## config.mk

```make
export PLATFORM = sky130hd
export DESIGN_NAME = multiplicador_fd
export DESIGN_NICKNAME = d
export VERILOG_FILES = /design/src/rtl/multiplicador_fd.sv
export SDC_FILE = /design/constraint.sdc
export NUM_CORES = 1
export LEC_CHECK = 0
export BUFFER_PORTS_ARGS = -buffer_cell sky130_fd_sc_hd__clkbuf_2
export CAP_MARGIN = 0
export CORE_MARGIN = 3
export CORE_UTILIZATION = 48
export DETAILED_ROUTE_END_ITERATION = 12
export GPL_TIMING_DRIVEN = 0
export HOLD_SLACK_MARGIN = 0.08
export MAX_ROUTING_LAYER = met4
export PLACE_DENSITY_LB_ADDON = 0.12
export RECOVER_POWER = 50
export SLEW_MARGIN = 15
export SYNTH_ARGS = -nofsm -noshare
export SYNTH_HDL_FRONTEND = slang
export SYNTH_SLANG_ARGS = --single-unit
```

## constraint.sdc

```tcl
create_clock -name clk -period 1.9 [get_ports clk]
set_input_delay 0.38 -clock clk [delete_from_list [all_inputs] [get_ports clk]]
set_output_delay 0.38 -clock clk [all_outputs]
set_load 0.005 [all_outputs]
```

## src/rtl/multiplicador_fd.sv

```systemverilog
// multiplicador_fd: datapath of an N-bit unsigned shift-and-add multiplier.
// Holds the multiplicand (b), the accumulator with carry (c:a), the multiplier /
// low product (q) and an iteration counter. A separate control unit drives the
// enable/load strobes and watches qlsb and zero. The product is {a,q}.
module multiplicador_fd #(
  parameter int N = 4
) (
  input  logic             clk,
  input  logic             rst,
  input  logic             a_rst,
  input  logic             a_en,
  input  logic             b_en,
  input  logic             q_en,
  input  logic             cnt_en,
  input  logic             a_ld,
  input  logic             b_ld,
  input  logic             q_ld,
  input  logic             cnt_ld,
  output logic             qlsb,
  output logic             zero,
  input  logic [N-1:0]     B_in,
  input  logic [N-1:0]     Q_in,
  output logic [2*N-1:0]   P_out
);

  localparam int CW = $clog2(N + 1);
  localparam logic [CW-1:0] CNT_LOAD = CW'(N);
  localparam logic [CW-1:0] CNT_ONE  = CW'(1);

  logic          c;
  logic [N-1:0]  a;
  logic [N-1:0]  b;
  logic [N-1:0]  q;
  logic [CW-1:0] cnt;

  // The add is N+1 bits wide so the carry out of A+B lands in c; the old c is
  // discarded because the accumulator is only ever added into right after a
  // shift, which has already cleared c.
  logic [N:0] sum;
  logic [N:0] shifted;

  assign sum     = {1'b0, a} + {1'b0, b};
  assign shifted = {1'b0, c, a[N-1:1]};

  // Multiplicand register: loads only on an explicit enabled load.
  always_ff @(posedge clk or negedge rst) begin
    if (!rst) begin
      b <= '0;
    end else if (b_en && b_ld) begin
      b <= B_in;
    end
  end

  // Accumulator with carry: synchronous clear beats add, add or right shift when enabled.
  always_ff @(posedge clk or negedge rst) begin
    if (!rst) begin
      {c, a} <= '0;
    end else if (a_rst) begin
      {c, a} <= '0;
    end else if (a_en) begin
      if (a_ld) begin
        {c, a} <= sum;
      end else begin
        {c, a} <= shifted;
      end
    end
  end

  // Multiplier register: load operand, or shift right pulling in the pre-edge a[0]
  // so that c:a:q behaves as one long shift register during a shift cycle.
  always_ff @(posedge clk or negedge rst) begin
    if (!rst) begin
      q <= '0;
    end else if (q_en) begin
      if (q_ld) begin
        q <= Q_in;
      end else begin
        q <= {a[0], q[N-1:1]};
      end
    end
  end

  // Iteration counter: load N, or count down and stick at zero.
  always_ff @(posedge clk or negedge rst) begin
    if (!rst) begin
      cnt <= '0;
    end else if (cnt_en) begin
      if (cnt_ld) begin
        cnt <= CNT_LOAD;
      end else if (cnt != '0) begin
        cnt <= cnt - CNT_ONE;
      end
    end
  end

  assign qlsb  = q[0];
  assign zero  = (cnt == '0);
  assign P_out = {a, q};

endmodule

```

==> summary.txt, run 1 <==
Run status
  – Outcome: completed

Floorplan
  – Effective utilization at floorplan: 54.8%
  – Die Footprint: 2390 um2
  – I/O pin total: 29
  – Die W: 48.9 um
  – Die Span Y: 48.9 um
  – Core area: 1610 um2
  – Rows: 14

Clock tree
  – CTS resizes: 0
  – H-tree Lvls: 1
  – Bufs on Longest Clock Path: 2
  – Clock sinks: 16
  – Clk slew on worst S/H paths: 100 ps
  – Cts bufs inserted: 3
  – Clock Latency Late Sink: 290 ps
  – Root Driver: clkbuf_4
  – CTS tree: yes

Pwr
  – P per Cell Area: 966 nW/um2
  – Peak VDD IR: 0.686 mV
  – Lkg Pwr: 0.554 nW

Placement
  – Port bufs: 24
  – Inst Count DP: 132
  – Placer Congestion: 0.760
  – DP HPWL: 1.36 mm

Worst setup path
  – Crit path max fanout: 4
  – Critical Setup Path Class: reg2reg
  – CP delay by family, top: adder cells
  – Critical path's slowest cell: dfrtp_1
  – Data arrival, critical path: 1920 ps
  – Crit-path max cell delay: 440 ps
  – CP endpoint kind: flop
  – CP Buf/Inv Count: 0
  – Crit-path cells: ha_1 -> fa_1 -> a21o_1 -> a21oi_1 -> o22ai_1 -> nor2b_1
  – CP required: 2090 ps
  – Setup crit start kind: flop

Synth
  – Top cells by count, synth: dfrtp_1, a21oi_1, nor2_1
  – Avg Cell Area, Syn: 10.5 um2
  – Synth Flop Type: dfrtp_1
  – Syn_nets: 110
  – Post-synthesis sequential area ratio: 45.3%
  – Post-synth EDFFs: 0
  – Synth Instances: 84
  – Dominant cells by area after synthesis: dfrtp_1, ha_1, mux2i_1
  – Synthesized flop and latch total: 16
  – Cell taking the most area after synthesis: dfrtp_1
  – Yosys Warn Count: 0
  – Distinct cells, synth: 27
  – Mapped Area: 883 um2
  – Cell with the most instances after synthesis: dfrtp_1
  – Async S/R FF share, synth: 100%
  – Yosys top cell area share: 45.3%

Cells and area
  – Synth-to-layout area growth: 22.1%
  – Share of cells above drive strength 1: 33.6%
  – Final #Nets: 140
  – Fillers: 150
  – Fin util: 66.9%
  – # diodes: 0
  – Non-Filler Instances: 137

Worst hold path
  – HP Class: in2reg

Detailed routing
  – DRC viols: 0
  – Drt pass-1 iters: 4
  – Via Count: 691
  – Drt via density: 5.04
  – Antenna Nets Post-Route: 0
  – Final WL: 1.69 mm
  – DRT iter0 DRCs: 27
  – Wirelength per Cell: 12.4 um

GRT
  – GRT Overall Usage: 16.6%
  – GRT met2 Usage: 26.0%
  – GRT met3 Usage: 2.14%
  – Global-route wire length before repair: 3.00 mm
  – Vias in the first global route: 674
  – Met1 GRT Util: 20.9%
  – Busiest grt layer: met2
  – Total congestion overflow: 0
  – Largest net degree at the start of global routing: 17
  – Initial antenna violation count: 0

Timing
  – Least-Margin Pin Slew: 869 ps
  – Max Slew Vio Count: 0
  – Setup TNS: 0 ps
  – Final setup viols: 0
  – Fmax: 0.577 GHz
  – Unrepaired setup endpoints after global routing: false
  – Worst clock skew: 1.03 ps
  – Final worst path period share: 91.2%
  – Slew HR: 42.1%
  – Final min period: 1730 ps
  – Final hold vios: 0

Flow run
  – Max-cap violations: 0
## stage by stage
step | area [um2] | power, mW | setup slack (ps) | hold slack, ps
final | 1080 | 1.04 | 167 | 288
after global routing | 1080 | 1.12 | 93.0 | 266
after CTS | 1080 | 1.05 | 175 | 275
after detailed placement | 1030 | 0.820 | 190 | 328
after global placement | 1030 | 0.799 | 213 | 324
after floorplan | 883 | 0.709 | 307 | 84.4
## cells in the final DEF, fill, tap and decap left out, types with 2 or more instances in the layout
master and instances:
mux2i_1 7, clkbuf_4 3, ha_1 6, a21oi_1 8
o21ai_0 3, o22ai_1 3, buf_2 2, mux2_2 4
inv_1 4, nor2_1 8, nand2_1 5, dfrtp_1 16
a211oi_1 3, clkbuf_2 24
## what timing repair did
action	4_1_cts	5_1_grt
setup buffers	0	0
endpoints found under the hold margin	16	0
hold buffers	1	0
## path summary, 6_finish.rpt
check / startpoint / to / slack (ps) / depth (start not counted)
min in group asynchronous: rst / a[3] / 710 / 2
worst max-delay path: a[0] / c / 170 / 6
worst min-delay path: cnt_ld / cnt[0] / 290 / 2
worst max register to register: a[0] / c / 170 / 6
max in group asynchronous: rst / cnt[1] / 660 / 2
worst min register to register: cnt[2] / cnt[2] / 510 / 2
## power by group
group | total (mW) | switching [mW] | internal [mW] | leakage, nW
Combinational | 0.365 | 0.174 | 0.191 | 0.338
Sequential | 0.446 | 0.0430 | 0.403 | 0.195
Clock | 0.231 | 0.114 | 0.117 | 0.0210
## metal layers
layer  part of all wire [%]  up-vias
li1                       -      353
met1                     46      315
met2                     48       19
met3                    4.6        4
met4                    1.5        0
met5                      0        -
## state kept, by name, indices dropped and copies added (netlist names)
register and count:
b 4, c 1, q 4, a 4, cnt 3
## cell families (layout without fill, tap and decap cells)
logic type	Yosys count	after routing	synth area share [%]
compound gates	20	20	13.5
xor+xnor	1	1	0.992
fa+ha+maj	7	7	10.8
buf+inv	9	38	4.67
flops	16	16	45.3
mux	12	12	14.7
simple gates	19	19	10.1
## layout make-up
| cell class | instances | area [um2] | area share, % |
|---|---|---|---|
| repair buffers | 25 | 129 | 11.9 |
| flip-flops and latches | 16 | 400 | 37.1 |
| multi-input cells | 59 | 442 | 41.0 |
| clock buffers | 4 | 36.3 | 3.36 |
| well taps | 24 | 30.0 | 2.78 |
| inverters | 4 | 15.0 | 1.39 |
| plain buffers | 5 | 26.3 | 2.44 |
No activity file was read; power rests on OpenSTA's default activity.
==> run 2: changes to the inputs <==
Settings changed: PLACE_DENSITY from default to 0.76, PLACE_DENSITY_LB_ADDON 0.12 to default.
==> run 2 against run 1 <==
Against the previous run: largest cell class unchanged; design area shrank 1.3%; worst hold slack gained 9.7 ps; critical path depth is the same; setup slack gained 36 ps; total power shrank 4.9%; clock power shrank 25%; highest routed layer unchanged; wire length shrank 2.9%; via count grew 0.72%; combinational power grew 2%; die area is the same; sequential share of layout area grew 0.48 points; global-route usage shrank 1.6 points.
==> summary.txt, run 2 (same netlist as run 1, synthesis figures left out) <==
Detailed routing
  – DRT iter0 DRCs: 5
  – Wirelength per Cell: 12.1 um
  – Drt via density: 5.12
  – Drt pass-1 iters: 4
  – Final WL: 1.64 mm
  – DRC viols: 0
  – Via Count: 696
  – Antenna Nets Post-Route: 0

Timing
  – Final hold vios: 0
  – Setup TNS: 0 ps
  – Unrepaired setup endpoints after global routing: false
  – Fmax: 0.589 GHz
  – Final setup viols: 0
  – Final worst path period share: 89.3%
  – Worst clock skew: 1.40 ps
  – Hold WS: 298 ps
  – Least-Margin Pin Slew: 843 ps
  – Setup ws final: 203 ps
  – Max Slew Vio Count: 0
  – Slew HR: 43.8%
  – Final min period: 1700 ps

Placement
  – Dpl ws: 234 ps
  – DP HPWL: 1.34 mm
  – Inst Count DP: 132
  – Placer Congestion: 0.797
  – Port bufs: 24

Worst setup path
  – Critical Setup Path Class: reg2reg
  – Setup crit start kind: flop
  – Crit path max fanout: 4
  – CP required: 2080 ps
  – CP endpoint kind: flop
  – Data arrival, critical path: 1880 ps

Floorplan
  – I/O pin total: 29
  – Effective utilization at floorplan: 54.8%
  – Die Span Y: 48.9 um
  – Die W: 48.9 um
  – Die Footprint: 2390 um2
  – Core area: 1610 um2
  – Rows: 14

Clock tree
  – Post-CTS setup buffers: 0
  – Bufs on Longest Clock Path: 2
  – Cts bufs inserted: 3
  – Clock sinks: 16
  – Clk slew on worst S/H paths: 80 ps
  – Clock Latency Late Sink: 280 ps
  – H-tree Lvls: 1
  – CTS tree: yes
  – Root Driver: clkbuf_4

Flow run
  – Max-cap violations: 0

Run status
  – Outcome: completed

Cells and area
  – # diodes: 0
  – Most frequent cells in the layout: clkbuf_2, dfrtp_1, a21oi_1, nor2_1, mux2i_1
  – Commonest non-fill, non-tap cell in the layout: clkbuf_2
  – Share of cells above drive strength 1: 33.0%
  – Fin util: 66.1%
  – Non-Filler Instances: 136
  – Synth-to-layout area growth: 20.5%
  – Final #Nets: 140

Pwr
  – Lkg Pwr: 0.547 nW
  – Peak VDD IR: 0.591 mV
  – P per Cell Area: 931 nW/um2
  – Flop pwr share: 44.9%
  – Clock power frac: 17.4%
  – Switching part of the total power: 32.5%
  – Comb pwr share: 37.7%
  – Internal: 0.669 mW
  – Net Sw Power: 0.322 mW

GRT
  – GRT Overall Usage: 14.9%
  – Total congestion overflow: 0
  – Vias in the first global route: 665
  – Global-route wire length before repair: 2.68 mm
  – Largest net degree at the start of global routing: 17
  – Initial antenna violation count: 0

Worst hold path
  – HP Class: in2reg
==> run 2: cell count changes in the layout (fill, tap and decap cells not counted) <==
cell,before,now
clkbuf_8,1,0
==> run 2: timing repair <==
item / CTS / global route
resized for setup: 0 / 0
endpoints found under the setup margin: 0 / 0
hold endpoints to repair: 16 / 0
hold buffers: 1 / 0
==> run 2: critical path: stages (launching register included) <==
cell and delay (ps):
dfrtp_1 420, ha_1 220, fa_1 410, a21o_1 180, a21oi_1 140, o22ai_1 90, nor2b_1 130
==> run 2: metrics by stage <==
stage	instance area [um2]	power [mW]
floorplan	883	0.709
global placement	1030	0.793
detailed placement	1030	0.821
CTS	1070	0.995
global route	1060	1.06
finish	1060	0.991
==> run 2: final timing paths <==
| path | start | to | slack [ps] | cells after the start |
|---|---|---|---|---|
| hold reg to reg | cnt[2] | cnt[2] | 520 | 2 |
| hold / removal | cnt_ld | cnt[0] | 300 | 2 |
| min in group asynchronous | rst | q[1] | 710 | 2 |
| setup / recovery | a[0] | c | 200 | 6 |
| setup reg to reg | a[0] | c | 200 | 6 |
| max in group asynchronous | rst | b[3] | 680 | 2 |
==> run 2: power groups by stage <==
| stage | Clock [mW] | Combinational (mW) | Sequential [mW] |
|---|---|---|---|
| after CTS | 0.177 | 0.373 | 0.446 |
| after global routing | 0.195 | 0.409 | 0.453 |
| final | 0.173 | 0.373 | 0.445 |
| after detailed placement | 0 | 0.367 | 0.453 |
| after global placement | 0 | 0.345 | 0.448 |
| after floorplan | 0 | 0.264 | 0.444 |
==> run 2: area by class of cell <==
cell class / instances / area [um2]
fill: 140 / 547
tap: 24 / 30.0
inverter: 4 / 15.0
timing repair buffer: 25 / 129
sequential: 16 / 400
multi-input combinational: 59 / 442
clock buffer: 3 / 22.5
buffer: 5 / 26.3
==> run 2: per-layer routing <==
metal  up-vias  GRT usage (%)  wire (um)
met2        29           24.2        721
met4         0           8.53         35
met5         -              -          0
met1       310           16.9        771
met3         5           3.36        116
li1        352              -          -
